### config.mk
export PLATFORM = sky130hd
export DESIGN_NAME = argmax_stream_flat
export DESIGN_NICKNAME = d
export VERILOG_FILES = /design/src/rtl/argmax_pkg.sv /design/src/rtl/argmax_stream_if.sv /design/src/rtl/argmax_lane_reduce.sv /design/src/rtl/argmax_stream.sv /design/src/flat_wrapper.sv
export SDC_FILE = /design/constraint.sdc
export NUM_CORES = 1
export LEC_CHECK = 0
export BUFFER_PORTS_ARGS = -buffer_cell sky130_fd_sc_hd__buf_4
export CAP_MARGIN = 20
export CELL_PAD_IN_SITES_DETAIL_PLACEMENT = 1
export CELL_PAD_IN_SITES_GLOBAL_PLACEMENT = 1
export CORE_MARGIN = 2
export CORE_UTILIZATION = 37
export CTS_CLUSTER_DIAMETER = 200
export CTS_CLUSTER_SIZE = 20
export DETAILED_ROUTE_END_ITERATION = 7
export PLACE_DENSITY_LB_ADDON = 0.1
export SLEW_MARGIN = 20
export SYNTH_ARGS = -nofsm -noshare
export SYNTH_HDL_FRONTEND = slang
export SYNTH_SLANG_ARGS = --single-unit
### constraint.sdc
create_clock -name clk -period 2.5 [get_ports clk]
set_input_delay 0.25 -clock clk [delete_from_list [all_inputs] [get_ports clk]]
set_output_delay 0.25 -clock clk [all_outputs]
set_load 0.03 [all_outputs]
### src/rtl/argmax_pkg.sv
// argmax_pkg: shared types and helpers for the streaming argmax block.
//   argmax_state_e  - frame accumulation FSM states
//   ARGMAX_NUM_SIZE - default score width
//   idx_width()     - index width for a count of items (never below 1 bit)
package argmax_pkg;

  localparam int unsigned ARGMAX_NUM_SIZE = 26;

  typedef enum logic [0:0] {
    ST_IDLE  = 1'b0,
    ST_ACCUM = 1'b1
  } argmax_state_e;

  // Width needed to index n items; a zero-width index is widened to 1 bit.
  function automatic int unsigned idx_width(input int unsigned n);
    return (n <= 2) ? 1 : $clog2(n);
  endfunction

endpackage

### src/rtl/argmax_stream_if.sv
// argmax_stream_if: score-beat input handshake and result output handshake.
//   InValid/InReady/InData     - input beats, LANES scores per beat
//   OutValid/OutReady          - result handshake
//   OutIndex/OutMax            - frame argmax and its signed score
//   OutIndex2                  - runner-up index (only with ARGMAX_TOP2_EN)
// Modports: master drives beats and consumes results, slave is the argmax block.
interface argmax_stream_if import argmax_pkg::*; #(
  parameter int unsigned NUM_SIZE    = ARGMAX_NUM_SIZE,
  parameter int unsigned NUM_CLASSES = 10,
  parameter int unsigned LANES       = 1
);

  localparam int unsigned IDX_W = idx_width(NUM_CLASSES);

  logic                      InValid;
  logic                      InReady;
  logic [LANES*NUM_SIZE-1:0] InData;
  logic                      OutValid;
  logic                      OutReady;
  logic [IDX_W-1:0]          OutIndex;
  logic [NUM_SIZE-1:0]       OutMax;
`ifdef ARGMAX_TOP2_EN
  logic [IDX_W-1:0]          OutIndex2;
`endif

  modport master (
    output InValid, output InData, output OutReady,
    input  InReady, input  OutValid, input  OutIndex, input  OutMax
`ifdef ARGMAX_TOP2_EN
    , input OutIndex2
`endif
  );

  modport slave (
    input  InValid, input  InData, input  OutReady,
    output InReady, output OutValid, output OutIndex, output OutMax
`ifdef ARGMAX_TOP2_EN
    , output OutIndex2
`endif
  );

endinterface

### src/rtl/argmax_lane_reduce.sv
// argmax_lane_reduce: combinational signed max over the LANES scores of one beat.
//   data_i      - LANES packed scores, lane k at [k*NUM_SIZE +: NUM_SIZE]
//   max_c_o     - largest score in the beat
//   lane_c_o    - lowest lane holding that score
//   max2_c_o/lane2_c_o/has2_c_o - runner-up score, lane and presence
//                 (only with ARGMAX_TOP2_EN)
module argmax_lane_reduce import argmax_pkg::*; #(
  parameter int unsigned NUM_SIZE = ARGMAX_NUM_SIZE,
  parameter int unsigned LANES    = 1,
  parameter int unsigned LANE_W   = idx_width(LANES)
) (
  input  logic [LANES*NUM_SIZE-1:0] data_i,
  output logic signed [NUM_SIZE-1:0] max_c_o,
  output logic [LANE_W-1:0]          lane_c_o
`ifdef ARGMAX_TOP2_EN
  ,
  output logic signed [NUM_SIZE-1:0] max2_c_o,
  output logic [LANE_W-1:0]          lane2_c_o,
  output logic                       has2_c_o
`endif
);

  logic signed [NUM_SIZE-1:0] cur;

  // Scan lanes in ascending order; only a strictly greater score displaces,
  // so ties resolve to the lowest lane.
  always_comb begin
    max_c_o  = data_i[0 +: NUM_SIZE];
    lane_c_o = '0;
    cur      = '0;
`ifdef ARGMAX_TOP2_EN
    max2_c_o  = '0;
    lane2_c_o = '0;
    has2_c_o  = 1'b0;
`endif
    for (int unsigned k = 1; k < LANES; k++) begin
      cur = data_i[k*NUM_SIZE +: NUM_SIZE];
      if (cur > max_c_o) begin
`ifdef ARGMAX_TOP2_EN
        max2_c_o  = max_c_o;
        lane2_c_o = lane_c_o;
        has2_c_o  = 1'b1;
`endif
        max_c_o  = cur;
        lane_c_o = LANE_W'(k);
      end
`ifdef ARGMAX_TOP2_EN
      else if (!has2_c_o || (cur > max2_c_o)) begin
        max2_c_o  = cur;
        lane2_c_o = LANE_W'(k);
        has2_c_o  = 1'b1;
      end
`endif
    end
  end

endmodule

### src/rtl/argmax_stream.sv
// argmax_stream: streaming argmax over frames of NUM_CLASSES signed scores,
// LANES scores per beat, BEATS = NUM_CLASSES/LANES beats per frame.
//   clk         - clock, rising edge
//   GlobalReset - synchronous active-high reset
//   bus         - argmax_stream_if.slave (beat input, result output)
// Optional macro ARGMAX_TOP2_EN adds the runner-up index output OutIndex2.
module argmax_stream import argmax_pkg::*; #(
  parameter int unsigned NUM_SIZE    = ARGMAX_NUM_SIZE,
  parameter int unsigned NUM_CLASSES = 10,
  parameter int unsigned LANES       = 1
) (
  input logic           clk,
  input logic           GlobalReset,
  argmax_stream_if.slave bus
);

  localparam int unsigned IDX_W  = idx_width(NUM_CLASSES);
  localparam int unsigned BEATS  = NUM_CLASSES / LANES;
  localparam int unsigned CNT_W  = idx_width(BEATS);
  localparam int unsigned LANE_W = idx_width(LANES);

  argmax_state_e              state_q, state_d;
  logic [CNT_W-1:0]           beat_cnt_q, beat_cnt_d;
  logic signed [NUM_SIZE-1:0] run_max_q, run_max_d;
  logic [IDX_W-1:0]           run_idx_q, run_idx_d;
  logic                       out_valid_q, out_valid_d;
  logic signed [NUM_SIZE-1:0] out_max_q, out_max_d;
  logic [IDX_W-1:0]           out_idx_q, out_idx_d;

  logic signed [NUM_SIZE-1:0] beat_max;
  logic [LANE_W-1:0]          beat_lane;
  logic [IDX_W-1:0]           beat_idx;
  logic signed [NUM_SIZE-1:0] mrg_max;
  logic [IDX_W-1:0]           mrg_idx;
  logic                       first_beat, last_beat, in_ready_c, accept;

`ifdef ARGMAX_TOP2_EN
  logic signed [NUM_SIZE-1:0] run2_max_q, run2_max_d;
  logic [IDX_W-1:0]           run2_idx_q, run2_idx_d;
  logic                       run2_has_q, run2_has_d;
  logic [IDX_W-1:0]           out_idx2_q, out_idx2_d;
  logic signed [NUM_SIZE-1:0] beat_max2;
  logic [LANE_W-1:0]          beat_lane2;
  logic                       beat_has2;
  logic [IDX_W-1:0]           beat_idx2;
  logic signed [NUM_SIZE-1:0] mrg2_max;
  logic [IDX_W-1:0]           mrg2_idx;
  logic                       mrg2_has;
`endif

  argmax_lane_reduce #(
    .NUM_SIZE (NUM_SIZE),
    .LANES    (LANES),
    .LANE_W   (LANE_W)
  ) u_reduce (
    .data_i   (bus.InData),
    .max_c_o  (beat_max),
    .lane_c_o (beat_lane)
`ifdef ARGMAX_TOP2_EN
    ,
    .max2_c_o  (beat_max2),
    .lane2_c_o (beat_lane2),
    .has2_c_o  (beat_has2)
`endif
  );

  assign first_beat = (state_q == ST_IDLE);
  assign last_beat  = (beat_cnt_q == CNT_W'(BEATS - 1));
  // Only the final beat needs a free result slot; earlier beats always go in.
  assign in_ready_c = !GlobalReset && !(last_beat && out_valid_q && !bus.OutReady);
  assign accept     = bus.InValid && in_ready_c;
  assign beat_idx   = IDX_W'(32'(beat_cnt_q) * LANES + 32'(beat_lane));
`ifdef ARGMAX_TOP2_EN
  assign beat_idx2  = IDX_W'(32'(beat_cnt_q) * LANES + 32'(beat_lane2));
`endif

  // Merge the beat into the running result. Running entries always carry
  // lower class indices, so the beat only wins on a strictly greater score.
  always_comb begin
    mrg_max = run_max_q;
    mrg_idx = run_idx_q;
`ifdef ARGMAX_TOP2_EN
    mrg2_max = run2_max_q;
    mrg2_idx = run2_idx_q;
    mrg2_has = run2_has_q;
`endif
    if (first_beat) begin
      mrg_max = beat_max;
      mrg_idx = beat_idx;
`ifdef ARGMAX_TOP2_EN
      mrg2_max = beat_max2;
      mrg2_idx = beat_idx2;
      mrg2_has = beat_has2;
`endif
    end else if (beat_max > run_max_q) begin
      mrg_max = beat_max;
      mrg_idx = beat_idx;
`ifdef ARGMAX_TOP2_EN
      mrg2_has = 1'b1;
      if (beat_has2 && (beat_max2 > run_max_q)) begin
        mrg2_max = beat_max2;
        mrg2_idx = beat_idx2;
      end else begin
        mrg2_max = run_max_q;
        mrg2_idx = run_idx_q;
      end
`endif
    end else begin
`ifdef ARGMAX_TOP2_EN
      mrg2_has = 1'b1;
      if (!run2_has_q || (beat_max > run2_max_q)) begin
        mrg2_max = beat_max;
        mrg2_idx = beat_idx;
      end
`endif
    end
  end

  // Next-state: beat counting, running result, result hand-off.
  always_comb begin
    state_d     = state_q;
    beat_cnt_d  = beat_cnt_q;
    run_max_d   = run_max_q;
    run_idx_d   = run_idx_q;
    out_valid_d = out_valid_q;
    out_max_d   = out_max_q;
    out_idx_d   = out_idx_q;
`ifdef ARGMAX_TOP2_EN
    run2_max_d = run2_max_q;
    run2_idx_d = run2_idx_q;
    run2_has_d = run2_has_q;
    out_idx2_d = out_idx2_q;
`endif
    if (out_valid_q && bus.OutReady) begin
      out_valid_d = 1'b0;
    end
    if (accept) begin
      run_max_d = mrg_max;
      run_idx_d = mrg_idx;
`ifdef ARGMAX_TOP2_EN
      run2_max_d = mrg2_max;
      run2_idx_d = mrg2_idx;
      run2_has_d = mrg2_has;
`endif
      if (last_beat) begin
        state_d     = ST_IDLE;
        beat_cnt_d  = '0;
        out_valid_d = 1'b1;
        out_max_d   = mrg_max;
        out_idx_d   = mrg_idx;
`ifdef ARGMAX_TOP2_EN
        out_idx2_d = mrg2_idx;
`endif
      end else begin
        state_d    = ST_ACCUM;
        beat_cnt_d = beat_cnt_q + CNT_W'(1);
      end
    end
  end

  // State register.
  always_ff @(posedge clk) begin
    if (GlobalReset) begin
      state_q     <= ST_IDLE;
      beat_cnt_q  <= '0;
      run_max_q   <= '0;
      run_idx_q   <= '0;
      out_valid_q <= 1'b0;
      out_max_q   <= '0;
      out_idx_q   <= '1;
`ifdef ARGMAX_TOP2_EN
      run2_max_q <= '0;
      run2_idx_q <= '0;
      run2_has_q <= 1'b0;
      out_idx2_q <= '1;
`endif
    end else begin
      state_q     <= state_d;
      beat_cnt_q  <= beat_cnt_d;
      run_max_q   <= run_max_d;
      run_idx_q   <= run_idx_d;
      out_valid_q <= out_valid_d;
      out_max_q   <= out_max_d;
      out_idx_q   <= out_idx_d;
`ifdef ARGMAX_TOP2_EN
      run2_max_q <= run2_max_d;
      run2_idx_q <= run2_idx_d;
      run2_has_q <= run2_has_d;
      out_idx2_q <= out_idx2_d;
`endif
    end
  end

  assign bus.InReady  = in_ready_c;
  assign bus.OutValid = out_valid_q;
  assign bus.OutIndex = out_idx_q;
  assign bus.OutMax   = out_max_q;
`ifdef ARGMAX_TOP2_EN
  assign bus.OutIndex2 = out_idx2_q;
`endif

endmodule

### src/flat_wrapper.sv
// flat-port wrapper written by rule: the top's interface ports become plain ports
module argmax_stream_flat import argmax_pkg::*;
#(
  parameter int unsigned NUM_SIZE    = ARGMAX_NUM_SIZE,
  parameter int unsigned NUM_CLASSES = 10,
  parameter int unsigned LANES       = 1
)
  (clk, GlobalReset, bus_InValid, bus_InData, bus_OutReady, bus_InReady, bus_OutValid, bus_OutIndex, bus_OutMax);
  argmax_stream_if #(.NUM_SIZE(NUM_SIZE), .NUM_CLASSES(NUM_CLASSES), .LANES(LANES)) bus_i ();
  input logic clk;
  input logic GlobalReset;
  input wire logic [$bits(bus_i.InValid)-1:0] bus_InValid;
  input wire logic [$bits(bus_i.InData)-1:0] bus_InData;
  input wire logic [$bits(bus_i.OutReady)-1:0] bus_OutReady;
  output wire logic [$bits(bus_i.InReady)-1:0] bus_InReady;
  output wire logic [$bits(bus_i.OutValid)-1:0] bus_OutValid;
  output wire logic [$bits(bus_i.OutIndex)-1:0] bus_OutIndex;
  output wire logic [$bits(bus_i.OutMax)-1:0] bus_OutMax;
  assign bus_i.InValid = bus_InValid;
  assign bus_i.InData = bus_InData;
  assign bus_i.OutReady = bus_OutReady;
  assign bus_InReady = bus_i.InReady;
  assign bus_OutValid = bus_i.OutValid;
  assign bus_OutIndex = bus_i.OutIndex;
  assign bus_OutMax = bus_i.OutMax;
  argmax_stream #(.NUM_SIZE(NUM_SIZE), .NUM_CLASSES(NUM_CLASSES), .LANES(LANES)) u_core (.clk(clk), .GlobalReset(GlobalReset), .bus(bus_i));
endmodule
==> summary.md, run 1 <==
| Metric | Value |
|---|---|
| Cells after DPL | `roughly 560` |
| Total Wirelength | `9187 um` |
| Final GP Congestion | `between 0.7 and 0.8` |
| Failing checks | `negative setup slack` |
| Area contributors post-synth | `dfxtp_1 (40%), ha_1 (9.8%), mux2i_1 (7.8%)` |
| Worst-path clk slew | `around 70 ps` |
| IO buf count | `just over 60` |
| ANT nets after route | `0` |
| Total clock sinks | `66` |
| All-Layer GR Usage | `0.1980` |
| Core area | `a little under 9000 um2` |
| Post-route clock period utilization | `1.102` |
| Num CTS Buffers | `9` |
| Slew margin rel. | `0.5104` |
| Worst R2R Start | `u_core.run_max_q[20]$_SDFFE_PP0P_` |
| Post-Synthesis Cell Area | `3321 um2` |
| Clk_skew | `around 9.4 ps` |
| Slew Viols, Final | `0` |
| First-pass GRT wire length | `~16000 um` |
| Synth top area share | `0.3979` |
| Max Freq | `approximately 360 MHz` |
| Post-Syn Instances | `roughly 370` |
| Grt ovf | `0` |
| Die extent in x | `between 90 and 100 um` |
| TritonCTS clock tree | `done` |
| # rows | `34` |
| Initial Util | `0.3808` |
| Crit path time final | `between 2000 and 3000 ps` |
| Reg2Reg Depth | `11` |
| Drt via density | `about 5.3` |
| Seq. cell area | `between 1000 and 1500 um2` |
| Max-Cap Viols | `0` |
| Setup crit start | `u_core.run_max_q[20]$_SDFFE_PP0P_` |
| Final worst-path setup slack | `-254.3 ps` |
| P_leak | `about 2.1 nW` |
| Ratio of cells with drive above 1 in the final layout | `0.3693` |
| Hold endpoint | `u_core.run_max_q[2]$_SDFFE_PP0P_` |
| Critical path class | `reg2reg` |
| Crit path capture type | `flip-flop` |
| Req. time, crit path | `2700 ps` |
| Post-Layout Cell Count | `roughly 600` |
| FILL cells | `between 1000 and 1500` |
| Placed cell area | `between 4000 and 5000 um2` |
| Syn Nets | `430` |
| CP Launch Type | `flip-flop` |
| I/O pins | `62` |
| Design Area, Final | `4732 um2` |
| Root Driver | `clkbuf_8` |
| Chip height | `~100 um` |
| HP Class | `in2reg` |
| Area occupied by multi-input gates | `roughly 2000 um2` |
| Synth warnings | `0` |
| Commonest non-fill, non-tap cells in the layout | `buf_4 (110), dfxtp_1 (58), nor2_1 (37)` |
| DRT iter0 DRCs | `85` |
| Worst-margin pin slew | `roughly 730 ps` |
| Nets | `between 500 and 600` |
| Syn Area/Cell | `~9 um2` |
| Setup TNS | `-10690 ps` |
| CTS Hold Buffers Added | `0` |
| Largest net degree at the start of global routing | `between 60 and 70` |
| Run status | `finished with violations` |
| Final hold slack | `about 140 ps` |
| Ant diodes | `0` |
| Vias in the first global route | `about 3300` |
| Synth cell types | `34` |
| Yosys top cell by area | `dfxtp_1` |
| P per Cell Area | `roughly 570 nW/um2` |
| WL/cell | `around 16 um` |
| Worst skew pair latency | `between 300 and 400 ps` |
| Hold Path Depth | `3` |
| H-Tree Depth | `3` |
| Via count | `about 3100` |
| Die Area | `~9700 um2` |
| Most common cell after layout, fill and taps aside | `buf_4` |
| DP HPWL | `6218 um` |
| Worst r2r dst | `u_core.bus.OutMax[18]$_SDFFE_PP0P_` |
| # DRC | `0` |
| WP data arrival | `2950 ps` |
| Overall power | `0.002700 W` |
| Synthesized flop and latch total | `66` |
| Worst-path fanout max | `7` |
| Fin. Hold Viols | `0` |
| Min-Delay Startpoint | `bus_InData[2]` |
| DR pass1 iterations | `4` |
| Area delta synth->final | `42.50%` |
| Worst VDD drop | `between 0.2 and 0.3 mV` |
| Reg2reg setup slack | `-250 ps` |
| RSZ-0062 raised after global routing | `true` |
| Max clock buf depth | `2` |
| Post-synthesis sequential area ratio | `0.3979` |
| Initial antenna violation count | `0` |
| Endpoints failing setup | `58` |
==> timing repair <==
item	in CTS	in global routing
resized for setup	28	16
gates cloned	1	0
buffers inserted	9	3
pin swaps	13	2
endpoints found under the setup margin	58	60
==> cell families (layout without fill, tap and decap cells) <==
family | after synthesis | after routing | share of synthesized area
adders and majority gates | 26 | 26 | 0.09796
muxes | 26 | 26 | 0.07837
AOI/OAI and AO/OA | 88 | 88 | 0.1861
and+or+nand+nor | 111 | 111 | 0.1632
DFF | 66 | 66 | 0.3979
xor gates and xnor gates | 2 | 2 | 0.005276
buffers and inverters | 55 | 163 | 0.07121
==> synth_stat cells (all sizes together) <==
library cell and count:
xor2 1, nand3 33, o31ai 25, inv 28
clkbuf 17, nand2 12, o311ai 1, nand4 6
o21bai 2, nor3b 2, nor2 38, a21oi 15
nor4 2, and2 3, a2bb2oi 1, a2111oi 1
o21ai 11, a31oi 1, xnor2 1, buf 10
mux2i 26, a211oi 27, nand2b 6, or4 1
nor2b 3, ha 26, a211o 2, dfxtp 66
a21o 2, nor3 5
==> area by class of cell <==
type	instances	area share
Tap cell	108	0.02856
Sequential cell	66	0.2813
Multi-Input combinational cell	253	0.4135
Timing Repair Buffer	120	0.2081
Inverter	28	0.02221
Clock inverter	2	0.01269
Clock buffer	13	0.03358
==> stage by stage <==
step / util / setup WS, ps
finish: 0.5426 / -254.3
global route: 0.5426 / -384.6
CTS: 0.5321 / -232.5
detailed placement: 0.4874 / -326.6
global placement: 0.4874 / -231.4
floorplan: - / -24.44
==> critical path, cell delays in order, from the launching register on <==
cell and delay (ps):
dfxtp_2 350, inv_2 60, ha_4 250, nand4_1 140, or4_4 630, nor2_4 120, a211oi_2 90, o311ai_4 290
buf_6 190, buf_12 150, mux2i_4 230, a211oi_1 90
==> registers in the layout, indices dropped and copies added (netlist names) <==
signal,flops
u_core.beat_cnt_q,4
u_core.state_q,1
u_core.run_idx_q,4
u_core.run_max_q,26
u_core.bus.OutMax,26
u_core.bus.OutIndex,4
u_core.bus.OutValid,1
==> power by group <==
| part | internal (W) | switching [W] |
|---|---|---|
| registers | 0.00109 | 0.0000281 |
| clock network | 0.000613 | 0.000423 |
| logic | 0.000279 | 0.000264 |
==> routing by layer <==
metal | up-vias | GRT usage | routed length (um)
li1 | 1544 | - | -
met1 | 1522 | 0.2466 | 4066
met2 | 59 | 0.3354 | 4599
met3 | 18 | 0.03901 | 330
met4 | 0 | 0.08219 | 191
met5 | - | 0 | 0
==> worst max-delay path by stage <==
stage and end:
3_5_place_dp u_core.bus.OutMax[18]$_SDFFE_PP0P_, 5_1_grt u_core.bus.OutMax[17]$_SDFFE_PP0P_, 4_1_cts u_core.bus.OutMax[18]$_SDFFE_PP0P_, 2_1_floorplan u_core.bus.OutMax[10]$_SDFFE_PP0P_, 6_report u_core.bus.OutMax[18]$_SDFFE_PP0P_, 3_3_place_gp u_core.bus.OutMax[16]$_SDFFE_PP0P_
No activity file was read; power rests on OpenSTA's default activity.
==> run 2: changes to the inputs <==
--- a/config.mk
+++ b/config.mk
@@ -9,12 +9,13 @@
 export CAP_MARGIN = 20
 export CELL_PAD_IN_SITES_DETAIL_PLACEMENT = 1
 export CELL_PAD_IN_SITES_GLOBAL_PLACEMENT = 1
-export CORE_MARGIN = 2
+export CORE_MARGIN = 5
 export CORE_UTILIZATION = 37
 export CTS_CLUSTER_DIAMETER = 200
 export CTS_CLUSTER_SIZE = 20
 export DETAILED_ROUTE_END_ITERATION = 7
 export PLACE_DENSITY_LB_ADDON = 0.1
+export RECOVER_POWER = 50
 export SLEW_MARGIN = 20
 export SYNTH_ARGS = -nofsm -noshare
 export SYNTH_HDL_FRONTEND = slang
==> run 2 against run 1 <==
Against the previous run: the flow still finishes with violations (negative setup slack); sequential power about the same; register-to-register slack about the same; via count increased by 1.3%; flip-flop and latch count unchanged; final cell count decreased by 0.34%; maximum frequency about the same; combinational power increased by 13%; clock skew increased by 1.3 ps; critical endpoint is now u_core.bus.OutMax[14]$_SDFFE_PP0P_.
==> summary.md, run 2 (synthesis gave the netlist of run 1 again) <==
| Metric | Value |
|---|---|
| CP peak stage delay | `between 600 and 700 ps` |
| Reg2Reg Depth | `11` |
| Worst r2r dst | `u_core.bus.OutMax[14]$_SDFFE_PP0P_` |
| Worst skew pair latency | `between 300 and 400 ps` |
| Chip height | `between 100 and 150 um` |
| Overall power | `roughly 0.0026 W` |
| I/O pins | `a little over 60` |
| Crit-path cells | `inv_1, ha_4, nand4_4, or4_4, nor2_4, a211oi_2, o311ai_4, buf_6, buf_12, mux2i_2, a211oi_1` |
| Vias in the first global route | `between 3000 and 4000` |
| Largest net degree at the start of global routing | `67` |
| Commonest non-fill, non-tap cells in the layout | `buf_4 (85), dfxtp_1 (53), nor2_1 (37)` |
| CP Launch Type | `flip-flop` |
| Worst VDD drop | `just under 0.3 mV` |
| Area delta synth->final | `46.84%` |
| Seq. cell area | `~1300 um2` |
| Core area | `about 8700 um2` |
| Post-route clock period utilization | `1.102` |
| Max-Cap Viols | `0` |
| Final worst-path setup slack | `-254.8 ps` |
| Via count | `between 3000 and 4000` |
| WP data arrival | `a little under 3000 ps` |
| HP Class | `in2reg` |
| H-Tree Depth | `3` |
| Ant diodes | `0` |
| Failing checks | `negative setup slack` |
| Min-Delay Startpoint | `bus_InData[4]` |
| P per Cell Area | `around 540 nW/um2` |
| Final GP Congestion | `roughly 0.74` |
| TritonCTS clock tree | `done` |
| Pre-CTS setup slack | `-346.1 ps` |
| Worst-margin pin slew | `a little under 800 ps` |
| Area occupied by multi-input gates | `around 2100 um2` |
| Max Freq | `roughly 360 MHz` |
| Slew Viols, Final | `0` |
| Nets | `around 530` |
| WL/cell | `about 17 um` |
| Req. time, crit path | `around 2700 ps` |
| Critical path's slowest cell | `or4_4` |
| Clk_skew | `10.70 ps` |
| IO buf count | `between 60 and 70` |
| DR pass1 iterations | `4` |
| Run status | `finished with violations` |
| RSZ-0062 raised after global routing | `true` |
| DP HPWL | `~6400 um` |
| Fin. Hold Viols | `0` |
| Critical path class | `reg2reg` |
| Worst R2R Start | `u_core.run_max_q[24]$_SDFFE_PP0P_` |
| Worst-path fanout max | `6` |
| Crit path capture type | `flip-flop` |
| Die Area | `roughly 11000 um2` |
| Most common cell after layout, fill and taps aside | `buf_4` |
| Num CTS Buffers | `9` |
| Total Wirelength | `10160 um` |
| Slew margin rel. | `0.4729` |
| Hold Path Depth | `3` |
| ANT nets after route | `0` |
| Reg2reg setup slack | `-250 ps` |
| Initial Util | `0.3808` |
| Ratio of cells with drive above 1 in the final layout | `0.3750` |
| Drt via density | `5.413` |
| Die extent in x | `104.7 um` |
| Initial antenna violation count | `0` |
| Root Driver | `clkbuf_8` |
| Max clock buf depth | `2` |
| # DRC | `0` |
| # rows | `34` |
| Total clock sinks | `66` |
| Hold endpoint | `u_core.run_max_q[4]$_SDFFE_PP0P_` |
| Grt ovf | `0` |
| Worst-path clk slew | `around 80 ps` |
| P_leak | `about 2 nW` |
| All-Layer GR Usage | `0.1763` |
| Endpoints failing setup | `60` |
| Crit path time final | `approximately 2800 ps` |
| CTS Hold Buffers Added | `0` |
| FILL cells | `986` |
| DRT iter0 DRCs | `about 120` |
| First-pass GRT wire length | `16180 um` |
[run 2: cell count changes in the layout (fill, tap and decap cells not counted), sizes merged]
cell / previous run / this run
clkbuf: 13 / 31
buf: 120 / 96
clkinv: 0 / 2
bufinv: 2 / 1
bufbuf: 0 / 1
clkinvlp: 0 / 2
[run 2: critical path: cells and delay by family, from the launching register on]
family / cells / cell delay [ps]
fa+ha+maj: 1 / 290
mux: 1 / 240
buf+inv: 3 / 430
simple gates: 3 / 860
compound gates: 3 / 460
flops: 1 / 330
[run 2: how the worst max path moves through the flow]
stage | end | depth (start not counted) | slack [ps] | startpoint
2_1_floorplan | u_core.bus.OutMax[10]$_SDFFE_PP0P_ | 10 | -20 | u_core.run_max_q[18]$_SDFFE_PP0P_
3_3_place_gp | u_core.bus.OutMax[20]$_SDFFE_PP0P_ | 10 | -270 | bus_InData[19]
3_5_place_dp | u_core.bus.OutMax[20]$_SDFFE_PP0P_ | 10 | -350 | bus_InData[20]
4_1_cts | u_core.bus.OutMax[6]$_SDFFE_PP0P_ | 11 | -220 | u_core.run_max_q[21]$_SDFFE_PP0P_
5_1_grt | u_core.bus.OutMax[14]$_SDFFE_PP0P_ | 13 | -370 | u_core.run_max_q[24]$_SDFFE_PP0P_
6_report | u_core.bus.OutMax[14]$_SDFFE_PP0P_ | 11 | -250 | u_core.run_max_q[24]$_SDFFE_PP0P_
[run 2: final cells by class]
| type | count | area share |
|---|---|---|
| Sequential cell | 66 | 0.2743 |
| Inverter | 28 | 0.02156 |
| Multi-Input combinational cell | 253 | 0.4329 |
| Tap cell | 108 | 0.02771 |
| Clock inverter | 5 | 0.01129 |
| Clock buffer | 11 | 0.02694 |
| Timing Repair Buffer | 117 | 0.2053 |
[run 2: per-layer routing]
layer / wire length (um) / track usage / part of all wire / vias up
li1: - / - / - / 1549
met1: 4374 / 0.2077 / 0.43 / 1560
met2: 5228 / 0.3138 / 0.51 / 54
met3: 338 / 0.03699 / 0.033 / 20
met4: 216 / 0.06393 / 0.021 / 0
met5: 0 / 0 / 0 / -
[run 2: through the flow]
step / instances / setup TNS (ps) / util / hold slack [ps] / cell area [um2]
2_1_floorplan: 374 / -753.2 / - / 380.4 / 3440
3_3_place_gp: 558 / -9515 / 0.4854 / 447.8 / 4233
3_5_place_dp: 558 / -14190 / 0.4854 / 451.7 / 4233
4_1_cts: 583 / -10750 / 0.5440 / 122.8 / 4745
5_1_grt: 588 / -17200 / 0.5591 / 146.4 / 4876
6_report: 588 / -10260 / 0.5591 / 141.8 / 4876
[run 2: repair_timing]
item,in CTS,in global routing
gates cloned,2,3
resized for setup,47,25
setup endpoints to repair,60,60
buffers inserted,7,2
endpoints found under the hold margin,0,0
pin swaps,16,5
[run 2: report_power, final]
| part | internal (W) | leakage, nW | switching [W] |
|---|---|---|---|
| clock network | 0.000458 | 0.0893 | 0.000432 |
| logic | 0.000318 | 1.37 | 0.000297 |
| registers | 0.00110 | 0.542 | 0.0000297 |
